[src/rtl/seq_alu.sv]
// rtl/seq_alu.sv - registered WIDTH-bit ALU with valid/ready handshake and NZCV flags; SEQ_ALU_MULDIV_EN enables iterative MUL/DIVU/REMU
module seq_alu #(
    parameter int WIDTH = 32
) (
    input  logic             clk,
    input  logic             rst_n,
    input  logic             in_valid,
    output logic             in_ready,
    input  logic [3:0]       op,
    input  logic [WIDTH-1:0] src_a,
    input  logic [WIDTH-1:0] src_b,
    output logic             out_valid,
    input  logic             out_ready,
    output logic [WIDTH-1:0] result,
    output logic             negative,
    output logic             zero,
    output logic             carry,
    output logic             overflow
);

    localparam int SHW = $clog2(WIDTH);

    localparam logic [3:0] OP_ADD  = 4'b0000;
    localparam logic [3:0] OP_SUB  = 4'b0001;
    localparam logic [3:0] OP_AND  = 4'b0010;
    localparam logic [3:0] OP_OR   = 4'b0011;
    localparam logic [3:0] OP_XOR  = 4'b0100;
    localparam logic [3:0] OP_SLT  = 4'b0101;
    localparam logic [3:0] OP_SLL  = 4'b0110;
    localparam logic [3:0] OP_SRL  = 4'b0111;
    localparam logic [3:0] OP_SRA  = 4'b1000;
`ifdef SEQ_ALU_MULDIV_EN
    localparam logic [3:0] OP_MUL  = 4'b1001;
    localparam logic [3:0] OP_DIVU = 4'b1010;
    localparam logic [3:0] OP_REMU = 4'b1011;
    localparam logic [SHW-1:0] CNT_LAST = SHW'(WIDTH - 1);
`endif

    typedef enum logic [1:0] {
        S_IDLE = 2'd0,
        S_BUSY = 2'd1,
        S_DONE = 2'd2
    } state_t;

    state_t           state_q;
    logic [WIDTH-1:0] result_q;
    logic             n_q;
    logic             z_q;
    logic             c_q;
    logic             v_q;
    logic             out_valid_q;
    logic             in_ready_q;

    assign in_ready  = in_ready_q;
    assign out_valid = out_valid_q;
    assign result    = result_q;
    assign negative  = n_q;
    assign zero      = z_q;
    assign carry     = c_q;
    assign overflow  = v_q;

    logic [WIDTH:0]   add_w;
    logic [WIDTH:0]   sub_w;
    logic [SHW-1:0]   shamt;
    logic [WIDTH-1:0] alu_r;
    logic             alu_c;
    logic             alu_v;

    // Single-cycle datapath, evaluated on the live inputs so the result can be registered at the accept edge
    always_comb begin
        add_w = {1'b0, src_a} + {1'b0, src_b};
        sub_w = {1'b0, src_a} - {1'b0, src_b};
        shamt = src_b[SHW-1:0];
        alu_r = '0;
        alu_c = 1'b0;
        alu_v = 1'b0;
        case (op)
            OP_ADD: begin
                alu_r = add_w[WIDTH-1:0];
                alu_c = add_w[WIDTH];
                alu_v = (src_a[WIDTH-1] == src_b[WIDTH-1]) && (add_w[WIDTH-1] != src_a[WIDTH-1]);
            end
            OP_SUB: begin
                alu_r = sub_w[WIDTH-1:0];
                alu_c = sub_w[WIDTH];
                alu_v = (src_a[WIDTH-1] != src_b[WIDTH-1]) && (sub_w[WIDTH-1] != src_a[WIDTH-1]);
            end
            OP_AND: alu_r = src_a & src_b;
            OP_OR:  alu_r = src_a | src_b;
            OP_XOR: alu_r = src_a ^ src_b;
            OP_SLT: alu_r = {{(WIDTH-1){1'b0}}, ($signed(src_a) < $signed(src_b))};
            OP_SLL: alu_r = src_a << shamt;
            OP_SRL: alu_r = src_a >> shamt;
            OP_SRA: alu_r = $unsigned($signed(src_a) >>> shamt);
            default: begin
                alu_r = '0;
                alu_c = 1'b0;
                alu_v = 1'b0;
            end
        endcase
    end

`ifdef SEQ_ALU_MULDIV_EN
    // acc_q is the product high half / partial remainder; lo_q is multiplier / dividend-then-quotient;
    // opnd_q holds the multiplicand (MUL) or divisor (DIVU/REMU)
    logic [SHW-1:0]   cnt_q;
    logic [3:0]       mop_q;
    logic [WIDTH-1:0] acc_q;
    logic [WIDTH-1:0] lo_q;
    logic [WIDTH-1:0] opnd_q;

    logic [WIDTH:0]   mul_sum;
    logic [WIDTH:0]   div_shift;
    logic [WIDTH:0]   div_diff;
    logic [WIDTH-1:0] acc_d;
    logic [WIDTH-1:0] lo_d;
    logic [WIDTH-1:0] fin_r;
    logic             fin_c;
    logic             fin_v;
    logic             is_muldiv;

    assign is_muldiv = (op == OP_MUL) || (op == OP_DIVU) || (op == OP_REMU);

    // One shift-add or restoring-subtract step; a zero divisor never borrows, giving all-ones quotient and remainder A
    always_comb begin
        mul_sum   = {1'b0, acc_q} + (lo_q[0] ? {1'b0, opnd_q} : {(WIDTH+1){1'b0}});
        div_shift = {acc_q, lo_q[WIDTH-1]};
        div_diff  = div_shift - {1'b0, opnd_q};
        if (mop_q == OP_MUL) begin
            acc_d = mul_sum[WIDTH:1];
            lo_d  = {mul_sum[0], lo_q[WIDTH-1:1]};
        end else if (!div_diff[WIDTH]) begin
            acc_d = div_diff[WIDTH-1:0];
            lo_d  = {lo_q[WIDTH-2:0], 1'b1};
        end else begin
            acc_d = div_shift[WIDTH-1:0];
            lo_d  = {lo_q[WIDTH-2:0], 1'b0};
        end
    end

    // Select the final result and C/V from the last step's outputs
    always_comb begin
        fin_r = lo_d;
        fin_c = 1'b0;
        fin_v = 1'b0;
        case (mop_q)
            OP_MUL:  fin_c = |acc_d;
            OP_DIVU: fin_v = (opnd_q == '0);
            default: begin
                fin_r = acc_d;
                fin_v = (opnd_q == '0);
            end
        endcase
    end
`endif

    // Control FSM with registered result, flags and handshake outputs
    always_ff @(posedge clk or negedge rst_n) begin
        if (!rst_n) begin
            state_q     <= S_IDLE;
            result_q    <= '0;
            n_q         <= 1'b0;
            z_q         <= 1'b0;
            c_q         <= 1'b0;
            v_q         <= 1'b0;
            out_valid_q <= 1'b0;
            in_ready_q  <= 1'b1;
`ifdef SEQ_ALU_MULDIV_EN
            cnt_q       <= '0;
            mop_q       <= '0;
            acc_q       <= '0;
            lo_q        <= '0;
            opnd_q      <= '0;
`endif
        end else begin
            case (state_q)
                S_IDLE: begin
                    if (in_valid && in_ready_q) begin
                        in_ready_q <= 1'b0;
`ifdef SEQ_ALU_MULDIV_EN
                        if (is_muldiv) begin
                            state_q <= S_BUSY;
                            cnt_q   <= '0;
                            mop_q   <= op;
                            acc_q   <= '0;
                            lo_q    <= (op == OP_MUL) ? src_b : src_a;
                            opnd_q  <= (op == OP_MUL) ? src_a : src_b;
                        end else
`endif
                        begin
                            state_q     <= S_DONE;
                            result_q    <= alu_r;
                            n_q         <= alu_r[WIDTH-1];
                            z_q         <= (alu_r == '0);
                            c_q         <= alu_c;
                            v_q         <= alu_v;
                            out_valid_q <= 1'b1;
                        end
                    end
                end
                S_BUSY: begin
`ifdef SEQ_ALU_MULDIV_EN
                    acc_q <= acc_d;
                    lo_q  <= lo_d;
                    cnt_q <= cnt_q + 1'b1;
                    if (cnt_q == CNT_LAST) begin
                        state_q     <= S_DONE;
                        result_q    <= fin_r;
                        n_q         <= fin_r[WIDTH-1];
                        z_q         <= (fin_r == '0);
                        c_q         <= fin_c;
                        v_q         <= fin_v;
                        out_valid_q <= 1'b1;
                    end
`else
                    state_q    <= S_IDLE;
                    in_ready_q <= 1'b1;
`endif
                end
                S_DONE: begin
                    if (out_ready) begin
                        state_q     <= S_IDLE;
                        out_valid_q <= 1'b0;
                        in_ready_q  <= 1'b1;
                    end
                end
                default: begin
                    state_q     <= S_IDLE;
                    out_valid_q <= 1'b0;
                    in_ready_q  <= 1'b1;
                end
            endcase
        end
    end

endmodule

[config.mk]
export PLATFORM = sky130hd
export DESIGN_NAME = seq_alu
export DESIGN_NICKNAME = d
export VERILOG_FILES = /design/src/rtl/seq_alu.sv
export SDC_FILE = /design/constraint.sdc
export NUM_CORES = 1
export LEC_CHECK = 0
export ABC_AREA = 1
export BUFFER_PORTS_ARGS = -buffer_cell sky130_fd_sc_hd__buf_2
export CAP_MARGIN = 10
export CORE_MARGIN = 2
export CORE_UTILIZATION = 50
export CTS_BUF_LIST = sky130_fd_sc_hd__clkbuf_4 sky130_fd_sc_hd__clkbuf_8
export CTS_CLUSTER_DIAMETER = 200
export DETAILED_ROUTE_END_ITERATION = 10
export PLACE_DENSITY = 0.72
export SYNTH_ARGS = -nofsm -noshare
export SYNTH_HDL_FRONTEND = slang
export SYNTH_SLANG_ARGS = --single-unit
[constraint.sdc]
create_clock -name clk -period 3.7 [get_ports clk]
set_input_delay 0.74 -clock clk [delete_from_list [all_inputs] [get_ports clk]]
set_output_delay 0.74 -clock clk [all_outputs]
set_load 0.02 [all_outputs]
==> results.yml, run 1 <==
outcome:
  outcome: "finished, final reports clean"
run:
  maxCapViolCount: 0
logic_synthesis:
  synth_fp_nets: 2368
  synthTopCellsByCount: "685 x nand2_1, 446 x nand3_1, 240 x inv_1, 221 x nor2_1, 97 x ha_1"
  yosys-top-cells-area: "nand2_1 22%, nand3_1 20%, ha_1 11%, dfrtp_1 7.9%, inv_1 7.9%"
  synthCells: 2197
  async_flop_share: 1.00
  yosysTopAreaCellShare: 0.225
  synth_seq_cells: 37
  synth_top_area_cell: "nand2_1"
  yosysWarnings: 0
  synth_edf_count: 0
  synth_cell_type_count: 50
  yosysMostFrequentCell: "nand2_1"
  ys_seq_area_frac: 0.0811
  avgSynthCellArea_um2: 5.20
  synth_area_um2: 11400
  ys.flop_type: "dfrtp_1"
final_layout:
  nFillCells: 2461
  final_nets: 2499
  areaGrowthSynthToFinish_pct: 12.3
  multiInputGateArea_um2: 9000
  antenna_cells: 0
  final_layout_size_suffix_gt1_frac: 0.136
  regArea_um2: 927
floorplan:
  ios: 110
  die_w_um: 155
  core_area_um2: 22600
  rows: 55
  start_util: 0.506
  die_h_um: 155
  die_area_um2: 24100
worst_setup_path:
  r2r-start: "in_ready"
  worstPathRequired_ns: 3.94
  cp_cell_sequence: "buf_2 > inv_1 > ha_1 > nor2_2 > and2_1 > nand3_1 > nand2_1 > nand2_1 > nand2_1 > nand2_1 > nand3_1 > nand2_1 > nand2_1 > nand3_1 > nor2_1 > nand3_1 > nor2_2 > nand3_1 > nand2_1"
  cp_common_cell: "nand2_1"
  rrSetupSlack_ns: 1.46
  cp_slowest_stage_delay_ns: 0.42
  cp.arrival_ns: 3.83
  startpoint_type: "input pin"
  worstRegToRegCells: 4
  crit_path_top_delay_cell: "ha_1"
  cp-end-kind: "register"
  cp_max_fo: 9
  rr_endpoint: "result[27]"
  worstSetupPathType: "input pin to register"
cts:
  h-tree-depth: 2
  cts_tree: "done"
  insertion_delay_ns: 0.30
  cts_buffers: 5
  cts-root-buf: "clkbuf_8"
  clk_pin_slew_ns: 0.08
  cts_num_sinks: 37
  cts_setup_buffers: 0
  clockBufferDepth: 2
  cts.hold.buffers_added: 0
timing:
  slew_headroom: 0.400
  tns_ns: 0
  finalClockSkew_ns: 0.00419
  final_hold_viol_count: 0
  rsz0062_at_grt: "no"
  fin_crit_ns: 3.59
  setup_viol: 0
  period_share: 0.970
  slew_viol_final: 0
  fmax_mhz: 279
  worstMarginPinSlew_ns: 0.899
pwr:
  power_mw: 3.51
  irDropWorstVdd_mv: 0.250
  p_int_mw: 1.55
  p_sw_frac: 0.558
  power.share.clock: 0.109
  p_seq_frac: 0.194
  power.leakage_nw: 7.25
  combPwrFrac: 0.697
  power_switching_mw: 1.96
  p_per_area_nw_per_um2: 274
placement:
  portBuffers: 109
  place.gp.congestion: 1.10
  hpwl_mm: 48.0
worst_hold_path:
  worstHoldEndpoint: "result[24]"
  hp-start: "result[24]"
  whs_path_depth: 2
  hp-class: "register to register"
global_route:
  track_usage: 0.468
  grt_pass1_vias: 15000
  gr-usage-met2: 0.719
  grt_max_degree: 72
  antenna_found_initial: 0
  grtUsageMet3: 0.0955
  top_usage_layer: "met2"
  gr-usage-met1: 0.620
  grt_pass1_wl_mm: 85.8
  grt-ovfl-total: 0
detailed_routing:
  drc: 0
  wl_per_cell_um: 22.2
  drt_iter0_drc: 2128
  dr.pass1.iters: 6
  vias: 16200
  routed_wl_mm: 57.9
  detail_route.vias_per_cell: 6.18
  ant_nets: 0
power by group through the flow:
stage	clock, mW	sequential, mW	combinational (mW)
2_1_floorplan	0	0.887	1.25
3_3_place_gp	0	0.675	2.32
3_5_place_dp	0	0.681	2.34
4_1_cts	0.383	0.677	2.36
5_1_grt	0.396	0.695	2.62
6_report	0.382	0.681	2.45
repair_timing:
action | in CTS | in global routing
gates resized for setup | 0 | 7
endpoints found under the hold margin | 0 | 0
setup endpoints to repair | 0 | 1
layout by cell type, fill, tap and decap left out, types with 3 or more instances in the layout:
cell type,synthesis,final
a221oi_1,3,3
nor3_2,3,3
nand4_1,35,35
ha_1,97,94
a21oi_2,3,4
nor2_1,221,219
nor2_2,10,12
a21oi_1,88,87
o21ai_1,4,4
o21ai_0,69,69
a31oi_1,12,12
dfrtp_1,36,36
inv_2,14,15
inv_1,240,239
o21bai_1,6,6
nor3_1,21,21
nand3b_1,5,5
nand3_2,11,11
clkbuf_8,0,6
o22ai_1,16,16
and2_1,7,7
o21a_1,3,3
ha_2,0,3
nand2_1,685,685
o211ai_1,4,4
buf_4,16,113
buf_12,0,3
o221ai_1,4,4
and3_1,3,3
nand2_2,28,28
nand3_1,446,446
buf_2,57,109
worst max-delay path: cells and delay by family:
kind | cells | cell delay [ns]
simple gates | 16 | 2.47
fa+ha+maj | 1 | 0.42
buf+inv | 2 | 0.20
registers in the layout (all words and copies together) (netlist names):
signal / flops
overflow: 1
out_valid: 1
in_ready: 1
carry: 1
result: 32
zero: 1
how the worst max path moves through the flow:
stage / from / endpoint / slack, ns
3_5_place_dp: src_b[1] / zero / -0.08
4_1_cts: src_b[1] / zero / 0.22
6_report: src_a[7] / zero / 0.11
5_1_grt: src_a[0] / zero / 0.05
3_3_place_gp: src_a[7] / zero / -0.15
2_1_floorplan: src_b[4] / zero / 0.54
cells by family (layout without fill, tap and decap cells):
family / after synthesis / count (layout) / share of synthesized area
AOI/OAI and AO/OA: 222 / 222 / 0.109
DFF: 37 / 37 / 0.0811
adders and majority gates: 99 / 99 / 0.110
buffers and inverters: 358 / 490 / 0.133
xor gates and xnor gates: 2 / 2 / 0.00153
and+or+nand+nor: 1479 / 1479 / 0.566
stage by stage:
stage | area, um^2 | setup WS [ns] | hold WS, ns | utilization | cells
floorplan | 11400 | 0.544 | 0.444 | - | 2197
global placement | 12700 | -0.151 | 0.460 | 0.562 | 2606
detailed placement | 12700 | -0.0764 | 0.464 | 0.562 | 2606
CTS | 12800 | 0.219 | 0.486 | 0.568 | 2614
global route | 12800 | 0.0462 | 0.496 | 0.569 | 2614
finish | 12800 | 0.110 | 0.484 | 0.569 | 2614
area by class of cell:
cell class,count,area share
clock buffers,6,0.00643
clock inverters,2,0.00292
inverters,256,0.0752
multi-input cells,1802,0.701
flip-flops and latches,37,0.0722
well taps,285,0.0278
repair buffers,226,0.114
per-layer routing:
metal / routed length (um) / share of wire / vias up
met5: 0 / 0 / -
met4: 3820 / 0.066 / 0
met3: 7670 / 0.13 / 234
met2: 24100 / 0.42 / 1196
met1: 22400 / 0.39 / 7302
li1: - / - / 7420
(Power assumes the default switching activity.)
==> inputs of run 2 (changes only) <==
--- a/config.mk
+++ b/config.mk
@@ -14,6 +14,8 @@
 export CTS_CLUSTER_DIAMETER = 200
 export DETAILED_ROUTE_END_ITERATION = 10
 export PLACE_DENSITY = 0.72
+export REMOVE_ABC_BUFFERS = 1
+export SLEW_MARGIN = 20
 export SYNTH_ARGS = -nofsm -noshare
 export SYNTH_HDL_FRONTEND = slang
 export SYNTH_SLANG_ARGS = --single-unit
==> run 2 against run 1 <==
Wire length shrank 2.5%. Non-clock buffer count shrank 8. Cell count shrank 0.31%. Register-to-register slack lost 0.18 ns. Critical path depth grew 3. Maximum frequency shrank 0.69%. Clock power shrank 24%. Highest routed layer unchanged. Power shrank 4.1%. Largest cell class unchanged.
==> results.yml, run 2 (synthesis gave the netlist of run 1 again) <==
outcome:
  outcome: "finished, final reports clean"
placement:
  place.gp.congestion: 1.17
  place_ws_ns: -0.0733
  hpwl_mm: 46.7
  placed_area_um2: 12700
  portBuffers: 109
  dp.cells: 2598
worst_setup_path:
  cp.arrival_ns: 3.86
  crit_cells: 22
  cp_max_fo: 3
  startpoint_type: "input pin"
  worstPathRequired_ns: 3.95
  cp_common_cell: "nand2_1"
  critPathTopFamily: "simple AND/OR/NAND/NOR gates"
  cp_slowest_stage_delay_ns: 0.41
  critical_path_buf_inv_count: 4
  worstSetupPathType: "input pin to register"
  worstRegToRegCells: 5
  cp-end-kind: "register"
  cp_cell_sequence: "buf_2 > ha_1 > inv_1 > fa_1 > inv_1 > nand3_1 > nand2_1 > buf_4 > nand2_1 > nand3_1 > nand2_1 > nor2_1 > nand2_1 > nor2_2 > nand2_1 > nor2_1 > nand3_1 > nor2_1 > nand2_1 > nor2_1 > nand3_1 > nand2_1"
  crit_path_top_delay_cell: "fa_1"
global_route:
  grt-ovfl-total: 0
  antenna_found_initial: 0
  grt_max_degree: 66
  grt_pass1_vias: 14500
  grt_pass1_wl_mm: 83.7
  track_usage: 0.456
floorplan:
  ios: 110
  die_h_um: 155
  die_area_um2: 24100
  die_w_um: 155
  rows: 55
  start_util: 0.506
  core_area_um2: 22600
timing:
  worstMarginPinSlew_ns: 0.836
  fin_crit_ns: 3.62
  finalClockSkew_ns: 0.0102
  timing.hold.ws_ns: 0.486
  slew_viol_final: 0
  fin_ws_ns: 0.0847
  fmax_mhz: 277
  setup_viol: 0
  final_hold_viol_count: 0
  tns_ns: 0
  period_share: 0.977
  rsz0062_at_grt: "no"
  slew_headroom: 0.443
final_layout:
  design_area_um2: 12800
  mostFrequentLayoutCells: "685 x nand2_1, 446 x nand3_1, 239 x inv_1, 218 x nor2_1, 109 x buf_2"
  final_common_cell: "nand2_1"
  finish.utilization: 0.565
  fin_cells: 2606
  antenna_cells: 0
  final_layout_size_suffix_gt1_frac: 0.132
  largest_reg_flops: 32
  nFillCells: 2476
  areaGrowthSynthToFinish_pct: 11.6
  final_nets: 2491
cts:
  clockBufferDepth: 2
  clk_pin_slew_ns: 0.08
  cts_num_sinks: 37
  h-tree-depth: 2
  cts_tree: "done"
  insertion_delay_ns: 0.30
  cts_buffers: 5
  cts-root-buf: "clkbuf_8"
detailed_routing:
  routed_wl_mm: 56.5
  drt_iter0_drc: 2457
  dr.pass1.iters: 6
  wl_per_cell_um: 21.7
  drc: 0
  vias: 16000
  ant_nets: 0
  detail_route.vias_per_cell: 6.15
pwr:
  combPwrFrac: 0.712
  p_seq_frac: 0.202
  p_per_area_nw_per_um2: 264
  power.share.clock: 0.086
  p_int_mw: 1.47
  power_mw: 3.37
  irDropWorstVdd_mv: 0.256
  power_switching_mw: 1.90
  p_sw_frac: 0.565
  power.leakage_nw: 7.22
worst_hold_path:
  hp-class: "register to register"
  whs_path_depth: 2
run:
  maxCapViolCount: 0
[run 2: power groups by stage]
stage	registers [mW]	clock network, mW	logic, mW
floorplan	0.893	0	1.16
global placement	0.676	0	2.29
detailed placement	0.680	0	2.31
CTS	0.676	0.294	2.32
global route	0.696	0.308	2.60
finish	0.680	0.291	2.40
[run 2: worst min-delay path, delay by kind of cell (launching register included)]
| family | cells | cell delay (ns) |
|---|---|---|
| flip-flops | 1 | 0.35 |
| AND/OR/NAND/NOR | 2 | 0.10 |
[run 2: worst paths after layout]
path,from,end,slack (ns)
min in group asynchronous,rst_n,result[20],0.53
max in group asynchronous,rst_n,result[18],2.64
worst max register to register,in_ready,result[6],1.28
worst min register to register,result[22],result[22],0.49
worst min-delay path,result[22],result[22],0.49
worst max-delay path,src_b[0],zero,0.08
[run 2: final cells by class]
type	count	area [um^2]	area share
timing repair buffer	218	1430	0.112
clock buffer	6	76.3	0.00598
multi-input combinational	1802	8990	0.705
sequential	37	927	0.0727
tap	285	357	0.0280
inverter	256	965	0.0756
clock inverter	2	10.0	0.000785
[run 2: per-layer routing]
| layer | vias to the layer above | GRT usage | share of wire |
|---|---|---|---|
| met5 | - | 0 | 0 |
| met4 | 0 | 0.183 | 0.051 |
| met3 | 183 | 0.0928 | 0.13 |
| met2 | 1110 | 0.708 | 0.42 |
| met1 | 7332 | 0.621 | 0.39 |
| li1 | 7406 | - | - |
[run 2: repair_timing]
action	in CTS	in global routing
buffers inserted	0	0
gates resized for setup	0	3
hold buffers	0	0
setup endpoints to repair	0	1
hold endpoints to repair	0	0
